$ cat src/rtl/coeff_buf_pp_ctrl.sv
// Ping-pong controller for the 512-row coefficient buffer: the writer fills one 256-row bank on port A
// while the reader drains the other bank on port B, with per-bank state, length and sticky error flags.
module coeff_buf_pp_ctrl #(
    parameter int DATA_W  = 128,
    parameter int BANK_AW = 8
) (
    input  logic                clk,
    input  logic                rst,
    input  logic                clr,
    output logic                wr_ready,
    input  logic                wr_val,
    input  logic [1:0]          wr_we,
    input  logic [DATA_W-1:0]   wr_data,
    input  logic                wr_last,
    output logic                rd_avail,
    output logic [BANK_AW:0]    rd_len,
    input  logic                rd_req,
    output logic                rd_val,
    output logic [DATA_W-1:0]   rd_data,
    output logic                rd_last,
    output logic                err_ovf,
    output logic                err_drop,
    output logic                a_ce,
    output logic [1:0]          a_we,
    output logic [BANK_AW:0]    a_addr,
    output logic [DATA_W-1:0]   a_data_i,
    output logic                b_ce,
    output logic [1:0]          b_we,
    output logic [BANK_AW:0]    b_addr,
    output logic [DATA_W-1:0]   b_data_i,
    input  logic [DATA_W-1:0]   b_data_o
);

    typedef enum logic [1:0] {
        ST_EMPTY    = 2'd0,
        ST_FILLING  = 2'd1,
        ST_FULL     = 2'd2,
        ST_DRAINING = 2'd3
    } bank_st_e;

    localparam logic [BANK_AW-1:0] CNT_ONE = BANK_AW'(1);
    localparam logic [BANK_AW:0]   LEN_ONE = (BANK_AW + 1)'(1);

    bank_st_e           st_q   [2];
    bank_st_e           st_d   [2];
    logic [BANK_AW:0]   len_q  [2];
    logic [BANK_AW:0]   len_d  [2];
    logic               wsel_q, wsel_d;
    logic               rsel_q, rsel_d;
    logic [BANK_AW-1:0] wr_cnt_q, wr_cnt_d;
    logic [BANK_AW-1:0] rd_cnt_q, rd_cnt_d;
    logic               err_ovf_q, err_ovf_d;
    logic               err_drop_q, err_drop_d;
    logic               rd_val_q, rd_val_d;
    logic               rd_last_q, rd_last_d;

    logic flush;
    logic wr_accept, wr_close;
    logic rd_issue, rd_close;

    // A flush cycle suppresses both RAM ports so no beat of the discarded state reaches the buffer.
    assign flush     = rst | clr;
    assign wr_ready  = (st_q[wsel_q] == ST_EMPTY) || (st_q[wsel_q] == ST_FILLING);
    assign rd_avail  = (st_q[rsel_q] == ST_FULL)  || (st_q[rsel_q] == ST_DRAINING);
    assign rd_len    = rd_avail ? len_q[rsel_q] : '0;

    assign wr_accept = wr_val & wr_ready & ~flush;
    assign wr_close  = wr_accept & (wr_last | (wr_cnt_q == '1));
    assign rd_issue  = rd_req & rd_avail & ~flush;
    assign rd_close  = rd_issue & ({1'b0, rd_cnt_q} == (len_q[rsel_q] - LEN_ONE));

    always_comb begin
        st_d[0]    = st_q[0];
        st_d[1]    = st_q[1];
        len_d[0]   = len_q[0];
        len_d[1]   = len_q[1];
        wsel_d     = wsel_q;
        rsel_d     = rsel_q;
        wr_cnt_d   = wr_cnt_q;
        rd_cnt_d   = rd_cnt_q;
        err_ovf_d  = err_ovf_q;
        err_drop_d = err_drop_q;
        rd_val_d   = rd_issue;
        rd_last_d  = rd_close;

        if (wr_accept) begin
            wr_cnt_d = wr_cnt_q + CNT_ONE;
            if (st_q[wsel_q] == ST_EMPTY) begin
                st_d[wsel_q] = ST_FILLING;
            end
            if (wr_close) begin
                st_d[wsel_q]  = ST_FULL;
                len_d[wsel_q] = {1'b0, wr_cnt_q} + LEN_ONE;
                wsel_d        = ~wsel_q;
                wr_cnt_d      = '0;
                if (!wr_last) begin
                    err_ovf_d = 1'b1;
                end
            end
        end

        if (wr_val && !wr_ready) begin
            err_drop_d = 1'b1;
        end

        // Reads only ever touch the bank opposite the one being written, so both updates compose.
        if (rd_issue) begin
            rd_cnt_d = rd_cnt_q + CNT_ONE;
            if (st_q[rsel_q] == ST_FULL) begin
                st_d[rsel_q] = ST_DRAINING;
            end
            if (rd_close) begin
                st_d[rsel_q] = ST_EMPTY;
                rsel_d       = ~rsel_q;
                rd_cnt_d     = '0;
            end
        end
    end

    always_ff @(posedge clk) begin
        if (flush) begin
            st_q[0]    <= ST_EMPTY;
            st_q[1]    <= ST_EMPTY;
            len_q[0]   <= '0;
            len_q[1]   <= '0;
            wsel_q     <= 1'b0;
            rsel_q     <= 1'b0;
            wr_cnt_q   <= '0;
            rd_cnt_q   <= '0;
            err_ovf_q  <= 1'b0;
            err_drop_q <= 1'b0;
            rd_val_q   <= 1'b0;
            rd_last_q  <= 1'b0;
        end else begin
            st_q[0]    <= st_d[0];
            st_q[1]    <= st_d[1];
            len_q[0]   <= len_d[0];
            len_q[1]   <= len_d[1];
            wsel_q     <= wsel_d;
            rsel_q     <= rsel_d;
            wr_cnt_q   <= wr_cnt_d;
            rd_cnt_q   <= rd_cnt_d;
            err_ovf_q  <= err_ovf_d;
            err_drop_q <= err_drop_d;
            rd_val_q   <= rd_val_d;
            rd_last_q  <= rd_last_d;
        end
    end

    assign err_ovf  = err_ovf_q;
    assign err_drop = err_drop_q;

    // Port A mirrors the accepted beat in the same cycle; the RAM captures it on the next edge.
    assign a_ce     = wr_accept;
    assign a_we     = wr_accept ? wr_we : 2'b11;
    assign a_addr   = {wsel_q, wr_cnt_q};
    assign a_data_i = wr_data;

    assign b_ce     = rd_issue;
    assign b_we     = 2'b11;
    assign b_addr   = {rsel_q, rd_cnt_q};
    assign b_data_i = '0;

    assign rd_val   = rd_val_q;
    assign rd_last  = rd_last_q;
    assign rd_data  = rd_val_q ? b_data_o : '0;

endmodule

$ cat config.mk
export PLATFORM = sky130hd
export DESIGN_NAME = coeff_buf_pp_ctrl
export DESIGN_NICKNAME = d
export VERILOG_FILES = /design/src/rtl/coeff_buf_pp_ctrl.sv
export SDC_FILE = /design/constraint.sdc
export NUM_CORES = 1
export LEC_CHECK = 0
export BUFFER_PORTS_ARGS = -buffer_cell sky130_fd_sc_hd__buf_2
export CELL_PAD_IN_SITES_DETAIL_PLACEMENT = 1
export CELL_PAD_IN_SITES_GLOBAL_PLACEMENT = 1
export CORE_AREA = 2 2 268 270
export DETAILED_ROUTE_END_ITERATION = 8
export DIE_AREA = 0 0 270 272
export PLACE_DENSITY = 0.39
export SYNTH_ARGS = -nofsm -noshare
export SYNTH_HDL_FRONTEND = slang
export SYNTH_SLANG_ARGS = --single-unit
$ cat constraint.sdc
create_clock -name clk -period 3.1 [get_ports clk]
set_clock_uncertainty 0.15 [all_clocks]
set_input_delay 0.31 -clock clk [delete_from_list [all_inputs] [get_ports clk]]
set_output_delay 0.31 -clock clk [all_outputs]
set_load 0.02 [all_outputs]
### Yosys cells after proc, flatten, opt, wreduce, memory -nomap -nowiden

Memory sizes are Yosys's and may differ from the RTL's. A register that Yosys moved wholly into a read port is not among the register bits.
Cells that the tools add are included.

| word-level totals | value |
|---|---|
| bits in registers | 22 |
| RAM bits | 22 |
| logic and storage cells | 95 |
| memories kept | 2 |

Memory list:

| name | depth | width | read ports | clocked after Yosys merged registers in | write ports | line | RTL |
|---|---|---|---|---|---|---|---|
| len_q | 2 | 9 | 3 | 1 | 2 | 46 | `logic [BANK_AW:0] len_q [2];` |
| st_q | 2 | 2 | 4 | 2 | 2 | 44 | `bank_st_e st_q [2];` |

| cells by class | value |
|---|---|
| add/subtract/negate cells | 4 |
| $lt $le $gt $ge | 4 |
| eq/ne operators | 5 |
| mux-type cells | 35 |
| bitwise gates (word level) | 27 |
| reductions and logical operators | 10 |

Operators by type and width:

| cell | number |
|---|---|
| $mux 128 | 1 |
| $mux 18 | 2 |
| $mux 9 | 4 |
| $mux 4 | 8 |
| $bwmux 18 | 1 |
| $add 8x1->8 const B | 2 |
| $mux 8 | 2 |
| $mux 2 | 5 |
| $add 8x1->9 const B | 1 |
| $demux 9 s1 | 1 |
| $eq 8x9->1 | 1 |
| $mux 1 | 9 |
| $sub 9x1->9 const B | 1 |
| $eq 8x8->1 const B | 1 |
| $and 1x1->1 | 6 |
| $or 1x1->1 | 6 |
| $and 2x2->2 | 2 |
| $and 4x4->4 | 1 |
| $demux 2 s1 | 2 |
| $eq 2x2->1 const B | 2 |
| $ge 2x2->1 const B | 2 |
| $lt 2x1->1 const B | 2 |
| $not 1->1 | 4 |
| $not 1->2 | 2 |
| 11 further kinds | 17 |

### Logic depth before layout (Yosys ltp)

Gate-level depths: netlist of the first run.

| depth | value |
|---|---|
| depth in word-level cells | 19 |
| gate-level depth with buffers | 11 |
| depth with buffers taken out | 8 |

### Least setup slack after synthesis of the first run

Ideal clock, no wire load.

| path | value |
|---|---|
| path type | register -> register |
| start point | register wr_cnt_q[0] |
| end point | memory len_q[0][8] (netlist bit) |
| library setup time | 0.128 ns |
| arrival time | 2.795 ns |
| required time | 2.822 ns |
| setup slack | 0.027 ns |
| stages on the path, launching flop included | 9 |
| clock period less this slack | 3.073 ns |
| cells stage by stage | dfxtp_1 ha_1 nand3_1 o31ai_2 nor3b_1 ha_1 clkbuf_1 mux2i_1 nor2_1 |

RTL lines:

| what | line | RTL |
|---|---|---|
| start: declaration | 50 | `logic [BANK_AW-1:0] wr_cnt_q, wr_cnt_d;` |
| start signal: assignment | 141 | `wr_cnt_q <= wr_cnt_d;` |
| end: declaration | 46 |  |

==> summary.txt, run 1 <==
Worst hold path
  – HP Start: wr_val
  – Hold path depth: 3
  – Worst Hold End: err_drop
  – Worst Hold Class: in2reg

Timing
  – F_max: about 360 MHz
  – Setup TNS: 0 ns
  – Pins Over Slew Limit: 0
  – Slew @ Worst Pin: 0.850 ns
  – Final hold vios: 0
  – Min Clock Period, post-route: 2.77 ns
  – RSZ-0062 raised after global routing: no
  – Final setup viols: 0
  – Slew Limit Headroom: 43.3%
  – Fin crit share: approximately 90%

Cells and area
  – Layout cell share with drive strength beyond 1: 39.0%
  – Fin area: 6590 µm²
  – Final Non-Filler Cells: ~1800
  – Layout area overhead: 26.7%
  – N_diodes: 0
  – Nets: 1119
  – Fin util: 9.32%

Setup path
  – Arrival @ worst endpoint: 2.83 ns
  – Setup crit end kind: flop
  – Crit start category: flop
  – Flop-to-flop setup slack: 0.33 ns
  – Worst R2R Path Depth: 7
  – Crit path max fanout: 9
  – Crit path required time: around 3.2 ns
  – CP Class: reg2reg

Floorplanning
  – Die Wd: 270 µm
  – Initial Utilization: 7.36%
  – DIE HEIGHT: 272 µm
  – Core Region: 70800 µm²
  – Placement row count: 98
  – I/O pins: just under 700
  – Die area: 73400 µm²

GRT
  – Overflow left after global routing: 0
  – Gr usage total: between 7 and 8%
  – Initial antenna violation count: 0
  – First-pass GRT wire length: around 40000 µm
  – Vias in the first global route: 4707
  – Largest net degree at the start of global routing: 112

Place
  – Routability cong.: about 0.97
  – Dpl cells: 1793
  – Post-DP HPWL: 27200 µm
  – Placement Cell Area: approximately 6400 µm²
  – IO buf count: 300

Power
  – Clk pwr share: a little under two fifths
  – Leak Pwr: 0.00314 µW
  – Switching Fraction: 31.2%
  – VDD IR max: 212 µV
  – Internal Power: 997 µW
  – Psw: 452 µW
  – Sequential Power Share: 41.2%
  – Logic gate share of total power: 20.8%
  – P per Cell Area: 220 nW/µm²

Detailed routing
  – Detailed Route Iter0 Violations: 162
  – DR pass1 iterations: 4
  – Post-Route WL: 30900 µm
  – Routed vias/inst: 2.67
  – Metal-1 WL: 10800 µm
  – # DRC: 0
  – Post-route ant nets: 0
  – Via Count: 4811
  – Met3 wire len: 5340 µm
  – Top sig layer: met5
  – WL met2: between 10000 and 15000 µm
  – DR WL/cell: ~17 µm

Clock tree
  – Setup bufs post-CTS: 0
  – Cts hold-fix bufs: 0
  – Worst skew pair latency: 0.29 ns
  – Clk slew on worst S/H paths: roughly 0.060 ns
  – H-Tree Depth: 2
  – Post_cts resized: 0
  – TritonCTS buffer count: 5
  – Clock sinks: 46
  – CTS tree: yes
  – Max Buffers Root-to-Sink: 2
  – CTS root buf: clkbuf_16

Logic synthesis
  – Ys Warns: 0
  – Gate count after technology mapping: ~680
  – Primary FF master, synth: dfxtp_1
  – EDFF count, synth: 0
  – Synthesized area: 5200 µm²
  – FF+latch count, synth: 46
  – Fraction of registers with async set/reset: 0%
  – Post-synthesis sequential area ratio: 17.7%
  – Synth Area per Inst: 7.62 µm²
  – Synth cell types: 50

Run
  – Max-cap violations: 0

Status
  – Status: completed
[worst max path at each step]
stage	from	to	slack [ns]	depth (start not counted)
after global routing	flop	rsel_q	0.17	7
after global placement	flop	rsel_q	0.32	7
after CTS	flop	flop	0.31	7
final	flop	flop	0.33	7
after floorplan	wr_cnt_q[0]	len_q[0][8]	0.03	8
after detailed placement	flop	rsel_q	0.35	7
[critical path: stages (launching register included)]
cell and delay [ns]:
dfxtp_1 0.55, buf_4 0.24, or3b_1 0.37, a222oi_1 0.37, xnor2_1 0.19, o21ai_2 0.14
or4_1 0.55, a21oi_1 0.14
[power groups by stage]
stage / registers, µW / clock network (µW) / logic, µW
6_report: 597 / 550 / 301
5_1_grt: 597 / 601 / 325
4_1_cts: 597 / 577 / 297
3_5_place_dp: 611 / 0 / 297
3_3_place_gp: 611 / 0 / 295
2_1_floorplan: 610 / 0 / 551
[layout make-up]
| cell class | count | area, µm² |
|---|---|---|
| inverter | 6 | 22.5 |
| multi-input combinational | 474 | 2680 |
| timing repair buffer | 317 | 1630 |
| fill | 8690 | 64200 |
| clock inverter | 1 | 5.00 |
| sequential | 46 | 925 |
| clock buffer | 7 | 143 |
| tap | 950 | 1190 |
[flip-flops by register name (all words and copies together), names as in the netlist, 4 cells and up, named ones only]
register and cells:
rd_cnt_q 8, len_q 18, wr_cnt_q 8, st_q 4
[logic make-up after synthesis]
| logic type | count (synthesis) | share of synthesized area (%) |
|---|---|---|
| adder cells (fa/ha/maj) | 5 | 1.20 |
| XOR/XNOR | 26 | 4.38 |
| multiplexers | 18 | 3.46 |
| AND/OR/NAND/NOR | 242 | 25.9 |
| AO/OA/AOI/OAI | 53 | 7.14 |
| flip-flops | 46 | 17.7 |
| other | 2 | 0.144 |
| buffers and inverters | 291 | 40.0 |
[synthesized netlist by cell type, types with 5 or more instances]
library cell | instances | area [µm²]
a211oi_1 | 14 | 105
a21oi_1 | 15 | 75.1
and2_1 | 129 | 807
buf_4 | 262 | 1970
clkbuf_1 | 19 | 71.3
dfxtp_1 | 46 | 921
ha_1 | 5 | 62.6
inv_1 | 5 | 18.8
mux2i_1 | 18 | 180
nand2_1 | 15 | 56.3
nor2_1 | 54 | 203
nor3_1 | 11 | 55.1
nor3b_1 | 5 | 37.5
o21ai_0 | 5 | 25.0
xnor2_1 | 17 | 149
xor2_1 | 9 | 78.8
[placed cells by master, fill, tap and decap left out, drive strengths merged, types with 2 or more instances in the layout]
cell | Yosys | final
mux2i | 18 | 18
nor3 | 12 | 12
nor2b | 2 | 2
o21ai | 6 | 6
and3 | 3 | 3
dfxtp | 46 | 46
a21oi | 15 | 15
buf | 266 | 317
inv | 6 | 6
nor3b | 5 | 5
or3b | 2 | 2
nand2b | 3 | 3
a31oi | 2 | 2
or4b | 2 | 2
nand3 | 3 | 3
or4 | 2 | 2
xnor2 | 17 | 17
conb | 2 | 130
a211oi | 14 | 14
nand4 | 4 | 4
or3 | 4 | 4
ha | 5 | 5
nand2 | 15 | 15
o31ai | 3 | 3
nor2 | 54 | 54
and2 | 129 | 129
clkbuf | 19 | 7
a32oi | 2 | 2
xor2 | 9 | 9
[through the flow]
stage,hold slack [ns],worst slack (ns),total power (µW)
3_3_place_gp,0.308,0.323,905
3_5_place_dp,0.318,0.348,907
6_report,0.136,0.335,1450
5_1_grt,0.166,0.172,1520
2_1_floorplan,0.301,0.0271,1160
4_1_cts,0.135,0.309,1470
[metal layers]
| layer | vias up | GRT usage, % |
|---|---|---|
| met5 | - | 2.63 |
| met4 | 6 | 3.13 |
| met3 | 28 | 6.41 |
| met2 | 469 | 11.5 |
| met1 | 2177 | 7.65 |
| li1 | 2131 | - |
Note: power is estimated with default switching activity, not from simulation.
==> run 2: changes to the inputs <==
--- a/config.mk
+++ b/config.mk
@@ -11,7 +11,7 @@
 export CORE_AREA = 2 2 268 270
 export DETAILED_ROUTE_END_ITERATION = 8
 export DIE_AREA = 0 0 270 272
-export PLACE_DENSITY = 0.39
+export PLACE_DENSITY_LB_ADDON = 0.1
 export SYNTH_ARGS = -nofsm -noshare
 export SYNTH_HDL_FRONTEND = slang
 export SYNTH_SLANG_ARGS = --single-unit
==> run 2 against run 1 <==
Worst hold slack gained 0.016 ns; routed wire length grew 7.0%; critical path depth shrank 1; sequential cell count is the same; cell count grew 0.67%; critical path type unchanged; highest routed layer unchanged; register-to-register slack gained 0.11 ns; combinational power is essentially flat; first-iteration DRC count shrank 41%; via count shrank 2.5%; maximum frequency grew 4.1%; utilization grew 0.19 points; largest cell class unchanged; power grew 7.2%.
==> summary.txt, run 2 (same netlist as run 1, synthesis figures left out) <==
Timing
  – Final hold vios: 0 (unchanged)
  – Fin crit share: 85.7% (was 89.2%)
  – Setup TNS: 0 ns (unchanged)
  – RSZ-0062 raised after global routing: no (unchanged)
  – Slew @ Worst Pin: 0.581 ns (was 0.850 ns)
  – Pins Over Slew Limit: 0 (unchanged)
  – Final WS setup: 0.444 ns (was 0.335 ns)
  – Min Clock Period, post-route: 2.66 ns (was 2.77 ns)
  – F_max: 377 MHz (was 362 MHz)
  – Slew Limit Headroom: 61.0% (was 43.3%)
  – Final setup viols: 0 (unchanged)

Setup path
  – Crit path required time: 3.18 ns (was 3.17 ns)
  – Setup crit end kind: flop (unchanged)
  – Arrival @ worst endpoint: 2.73 ns (was 2.83 ns)
  – CP Class: reg2reg (unchanged)
  – Worst R2R Path Depth: 6 (was 7)
  – Reg2reg end: rsel_q
  – Crit path max fanout: 13 (was 9)
  – Crit start category: flop (unchanged)
  – CP Capture Point: rsel_q
  – Flop-to-flop setup slack: 0.44 ns (was 0.33 ns)

Clock tree
  – H-Tree Depth: 2 (unchanged)
  – Cts hold-fix bufs: 0 (unchanged)
  – CTS root buf: clkbuf_16 (unchanged)
  – Post_cts resized: 0 (unchanged)
  – TritonCTS buffer count: 5 (unchanged)
  – Clk slew on worst S/H paths: 0.07 ns (was 0.06 ns)
  – Max Buffers Root-to-Sink: 2 (unchanged)
  – Setup bufs post-CTS: 0 (unchanged)
  – Clock sinks: 46 (unchanged)
  – Worst skew pair latency: 0.30 ns (was 0.29 ns)
  – CTS tree: yes (unchanged)

Floorplanning
  – I/O pins: 687 (unchanged)
  – Initial Utilization: 7.36% (unchanged)
  – Core Region: 70800 µm² (unchanged)
  – DIE HEIGHT: 272 µm (unchanged)
  – Die Wd: 270 µm (unchanged)
  – Die area: 73400 µm² (unchanged)
  – Placement row count: 98 (unchanged)

GRT
  – Vias in the first global route: 4644 (was 4707)
  – GR Util met1: 8.59% (was 7.65%)
  – GR Util met2: 11.4% (was 11.5%)
  – First-pass GRT wire length: 42500 µm (was 39800 µm)
  – Global route hottest layer: met2 (unchanged)
  – Met3 Track Usage GR: 8.82% (was 6.41%)
  – Overflow left after global routing: 0 (unchanged)
  – Largest net degree at the start of global routing: 52 (was 112)
  – Initial antenna violation count: 1 (was 0)
  – Gr usage total: 8.39% (was 7.72%)

Place
  – IO buf count: 300 (unchanged)
  – Placement Cell Area: 6550 µm² (was 6440 µm²)
  – Routability cong.: 0.716 (was 0.969)
  – Pre-CTS WS: 0.254 ns (was 0.348 ns)
  – Post-DP HPWL: 29100 µm (was 27200 µm)

Detailed routing
  – Post-Route WL: 33100 µm (was 30900 µm)
  – Routed vias/inst: 2.59 (was 2.67)
  – Detailed Route Iter0 Violations: 96 (was 162)
  – Via Count: 4690 (was 4811)
  – Post-route ant nets: 0 (unchanged)
  – DR pass1 iterations: 4 (unchanged)
  – # DRC: 0 (unchanged)
  – DR WL/cell: 18.2 µm (was 17.2 µm)

Cells and area
  – Layout cell share with drive strength beyond 1: 39.9% (was 39.0%)
  – Commonest cells after routing, fill and taps aside: 300 x buf_2, 130 x conb_1, 129 x and2_1 (unchanged)
  – Number of flip-flops in the largest register: 18 (unchanged)
  – Biggest register: len_q (unchanged)
  – Commonest non-fill, non-tap cell in the layout: buf_2 (unchanged)
  – Nets: 1130 (was 1119)
  – Layout area overhead: 29.3% (was 26.7%)
  – Top Registers: len_q x18, rd_cnt_q x8, wr_cnt_q x8 (unchanged)
  – Fin area: 6730 µm² (was 6590 µm²)

Power
  – VDD IR max: 171 µV (was 212 µV)
  – P per Cell Area: 231 nW/µm² (was 220 nW/µm²)
  – Leak Pwr: 0.00321 µW (was 0.00314 µW)

Worst hold path
  – Worst Hold Class: in2reg (unchanged)

Status
  – Status: completed (unchanged)

Run
  – Max-cap violations: 0 (unchanged)
-- run 2: cell count changes in the layout (fill, tap and decap cells not counted) --
cell / change
buf_4: +9
buf_12: +2
bufinv_16: +1
clkinv_2: -1
dfxtp_1: -1
dfxtp_2: +1
diode_2: +1
-- run 2: cell type report --
cell class,count,area [µm²]
diodes,1,2.50
clock buffers,7,143
clock inverters,1,30.0
fillers,8607,64000
inverters,6,22.5
multi-input cells,474,2680
flip-flops and latches,46,926
well taps,950,1190
repair buffers,328,1740
-- run 2: layer usage --
layer | wire (µm) | vias to the layer above | part of all wire [%]
li1 | - | 2157 | -
met1 | 11800 | 2094 | 36
met2 | 13100 | 399 | 40
met3 | 7250 | 32 | 22
met4 | 405 | 8 | 1.2
met5 | 556 | - | 1.7
-- run 2: worst max-delay path, stage by stage (launching register included) --
cell and delay, ns:
dfxtp_2 0.51, or4b_1 0.51, a222oi_1 0.42, xnor2_1 0.18, o21ai_2 0.13, or4_1 0.55
a21oi_1 0.14
-- run 2: where the power goes --
part	leakage, µW	switching [µW]	total [µW]	internal [µW]
registers	0.000372	3.93	596	593
logic	0.00275	213	299	85.5
clock network	0.0000841	254	658	404
total	0.00321	471	1550	1080
-- run 2: worst min-delay path by stage --
stage	start	end	slack [ns]	cells after the start
2_1_floorplan	wr_val	err_drop	0.30	2
3_3_place_gp	err_drop	err_drop	0.32	2
3_5_place_dp	err_drop	err_drop	0.31	2
4_1_cts	wr_val	err_drop	0.15	3
5_1_grt	wr_val	err_drop	0.17	3
6_report	wr_val	err_drop	0.15	3
-- run 2: stage by stage --
stage / hold slack [ns] / power (µW) / std cells / utilization, %
floorplan: 0.301 / 1160 / 811 / -
global placement: 0.324 / 908 / 1804 / 9.26
detailed placement: 0.310 / 908 / 1804 / 9.26
CTS: 0.152 / 1600 / 1812 / 9.51
global route: 0.169 / 1650 / 1812 / 9.51
finish: 0.152 / 1550 / 1813 / 9.51
==> run 3: changes to the inputs <==
--- a/config.mk
+++ b/config.mk
@@ -12,6 +12,7 @@
 export DETAILED_ROUTE_END_ITERATION = 8
 export DIE_AREA = 0 0 270 272
 export PLACE_DENSITY_LB_ADDON = 0.1
+export REMOVE_ABC_BUFFERS = 1
 export SYNTH_ARGS = -nofsm -noshare
 export SYNTH_HDL_FRONTEND = slang
 export SYNTH_SLANG_ARGS = --single-unit
==> run 3 against run 2 <==
Sequential share of layout area grew 0.10 points; first-iteration DRC count grew 110%; sequential cell count is the same; combinational power grew 2%; critical path type unchanged; non-clock buffer count shrank 6; largest power group unchanged; worst setup slack lost 0.14 ns.
==> summary.txt, run 3 (same netlist as run 1, synthesis figures left out) <==
Floorplanning
  – Die Wd: 270 µm (unchanged)
  – I/O pins: 687 (unchanged)
  – Core Region: 70800 µm² (unchanged)
  – Placement row count: 98 (unchanged)
  – Initial Utilization: 7.36% (unchanged)
  – Die area: 73400 µm² (unchanged)
  – DIE HEIGHT: 272 µm (unchanged)

Cells and area
  – Layout cell share with drive strength beyond 1: 39.5% (was 39.9%)
  – Sequential Area: 925 µm² (was 926 µm²)
  – Commonest cells after routing, fill and taps aside: 300 x buf_2, 130 x conb_1, 129 x and2_1 (unchanged)
  – Fillers: 8579 (was 8607)
  – Nets: 1124 (was 1130)
  – Top Registers: len_q x18, rd_cnt_q x8, wr_cnt_q x8 (unchanged)
  – Number of flip-flops in the largest register: 18 (unchanged)
  – Layout area overhead: 28.2% (was 29.3%)
  – Commonest non-fill, non-tap cell in the layout: buf_2 (unchanged)
  – N_diodes: 0 (was 1)
  – Area of the multi-input gates: 2680 µm² (unchanged)
  – Biggest register: len_q (unchanged)

Setup path
  – Flop-to-flop setup slack: 0.30 ns (was 0.44 ns)
  – CP top delay family: simple AND/OR/NAND/NOR gates (unchanged)
  – Crit path max fanout: 11 (was 13)
  – WP buf/inv: 1 (was 0)
  – Slowest CP cell: or4_1 (unchanged)
  – CP Class: reg2reg (unchanged)
  – Arrival @ worst endpoint: 2.87 ns (was 2.73 ns)
  – Setup crit end kind: flop (unchanged)
  – Worst R2R Path Depth: 7 (was 6)
  – Crit path required time: 3.18 ns (about the same)
  – Crit path top cell by count: or4_1
  – Cell chain of the critical path: buf_4 > or4_1 > a222oi_1 > xnor2_1 > o21ai_2 > or4_1 > a21oi_1 (was or4b_1 > a222oi_1 > xnor2_1 > o21ai_2 > or4_1 > a21oi_1)
  – Crit start category: flop (unchanged)
  – Highest cell delay on the worst timing path: 0.56 ns (was 0.55 ns)

Clock tree
  – H-Tree Depth: 2 (unchanged)
  – CTS tree: yes (unchanged)
  – Post_cts resized: 0 (unchanged)
  – Cts hold-fix bufs: 0 (unchanged)
  – Worst skew pair latency: 0.30 ns (about the same)
  – CTS root buf: clkbuf_16 (unchanged)
  – Clk slew on worst S/H paths: 0.07 ns (about the same)
  – TritonCTS buffer count: 5 (unchanged)
  – Max Buffers Root-to-Sink: 2 (unchanged)
  – Clock sinks: 46 (unchanged)
  – Setup bufs post-CTS: 0 (unchanged)

Timing
  – Final hold vios: 0 (unchanged)
  – Setup TNS: 0 ns (unchanged)
  – Min Clock Period, post-route: 2.80 ns (was 2.66 ns)
  – F_max: 358 MHz (was 377 MHz)
  – RSZ-0062 raised after global routing: no (unchanged)
  – Hold Slack: 0.124 ns (was 0.152 ns)
  – Slew Limit Headroom: 63.0% (was 61.0%)
  – Pins Over Slew Limit: 0 (unchanged)
  – Fin crit share: 90.2% (was 85.7%)
  – Final setup viols: 0 (unchanged)
  – Slew @ Worst Pin: 0.554 ns (was 0.581 ns)

Power
  – Psw: 514 µW (was 471 µW)
  – Clk pwr share: 41.7% (was 42.4%)
  – Internal Power: 1030 µW (was 1080 µW)
  – Switching Fraction: 33.3% (was 30.3%)
  – Leak Pwr: 0.00317 µW (was 0.00321 µW)
  – Sequential Power Share: 38.6% (was 38.4%)
  – Logic gate share of total power: 19.8% (was 19.2%)
  – P per Cell Area: 231 nW/µm² (about the same)
  – VDD IR max: 176 µV (was 171 µV)

Worst hold path
  – Worst Hold Class: in2reg (unchanged)
  – Worst Hold End: rd_val (was err_drop)
  – HP Start: rd_req (was wr_val)
  – Hold path depth: 2 (was 3)

Place
  – Routability cong.: 0.847 (was 0.716)
  – IO buf count: 300 (unchanged)
  – Post-DP HPWL: 55000 µm (was 29100 µm)

Detailed routing
  – Post-route ant nets: 0 (unchanged)
  – DR WL/cell: 33.3 µm (was 18.2 µm)
  – DR pass1 iterations: 4 (unchanged)
  – Via Count: 5012 (was 4690)
  – Detailed Route Iter0 Violations: 206 (was 96)
  – # DRC: 0 (unchanged)
  – Post-Route WL: 60100 µm (was 33100 µm)
  – Routed vias/inst: 2.78 (was 2.59)

Run
  – Max-cap violations: 0 (unchanged)

GRT
  – Largest net degree at the start of global routing: 63 (was 52)
  – Initial antenna violation count: 5 (was 1)
  – Overflow left after global routing: 0 (unchanged)
  – Gr usage total: 15.6% (was 8.39%)
  – Vias in the first global route: 4839 (was 4644)
  – First-pass GRT wire length: 71200 µm (was 42500 µm)

Status
  – Status: completed (unchanged)
==> run 3: changes by cell type in the layout (fill, tap and decap cells not counted) <==
| cell | previous run | this run |
|---|---|---|
| clkbuf_16 | 5 | 6 |
| clkbuf_8 | 1 | 0 |
| clkbuf_1 | 1 | 0 |
| diode_2 | 1 | 0 |
| dfxtp_1 | 44 | 45 |
| inv_6 | 0 | 1 |
| clkinv_2 | 0 | 1 |
| buf_4 | 26 | 20 |
| dfxtp_2 | 1 | 0 |
| bufinv_16 | 1 | 0 |
==> run 3: per-stage QoR <==
| step | total power (µW) | instance area, µm² | std cells | worst slack [ns] | utilization, % |
|---|---|---|---|---|---|
| after floorplan | 791 | 3620 | 526 | 0.0109 | - |
| after global placement | 914 | 6510 | 1798 | 0.290 | 9.20 |
| final | 1540 | 6670 | 1806 | 0.304 | 9.43 |
| after detailed placement | 914 | 6510 | 1798 | 0.350 | 9.20 |
| after CTS | 1580 | 6670 | 1806 | 0.314 | 9.43 |
| after global routing | 1630 | 6670 | 1806 | 0.148 | 9.43 |
==> run 3: how the worst max path moves through the flow <==
stage / slack, ns / cells after the start / to / from
final: 0.30 / 7 / flop / flop
after global routing: 0.15 / 7 / rsel_q / flop
after global placement: 0.29 / 7 / flop / flop
after floorplan: 0.01 / 7 / flop / flop
after CTS: 0.31 / 7 / flop / flop
after detailed placement: 0.35 / 7 / flop / flop
==> run 3: layout make-up <==
type | count | share of cell area [%]
multi-input cells | 474 | 40.2
repair buffers | 322 | 25.4
well taps | 950 | 17.8
flip-flops and latches | 46 | 13.9
clock buffers | 6 | 2.25
inverters | 6 | 0.338
clock inverters | 2 | 0.206
==> run 3: power groups by stage <==
stage | logic, µW | registers [µW] | clock network (µW)
6_report | 305 | 596 | 643
5_1_grt | 331 | 597 | 702
4_1_cts | 305 | 596 | 679
3_5_place_dp | 304 | 610 | 0
3_3_place_gp | 303 | 610 | 0
2_1_floorplan | 180 | 611 | 0
==> run 3: worst reg2reg max path: stages, from the launching register on <==
cell	delay (ns)
dfxtp_1	0.44
buf_4	0.24
or4_1	0.44
a222oi_1	0.43
xnor2_1	0.18
o21ai_2	0.13
or4_1	0.57
a21oi_1	0.16
==> run 3: per-layer routing <==
metal  track usage (%)  part of all wire, %
met5              5.20                 0.83
met4              1.37                  1.2
met1              10.2                   24
met3              16.8                   22
met2              29.3                   52
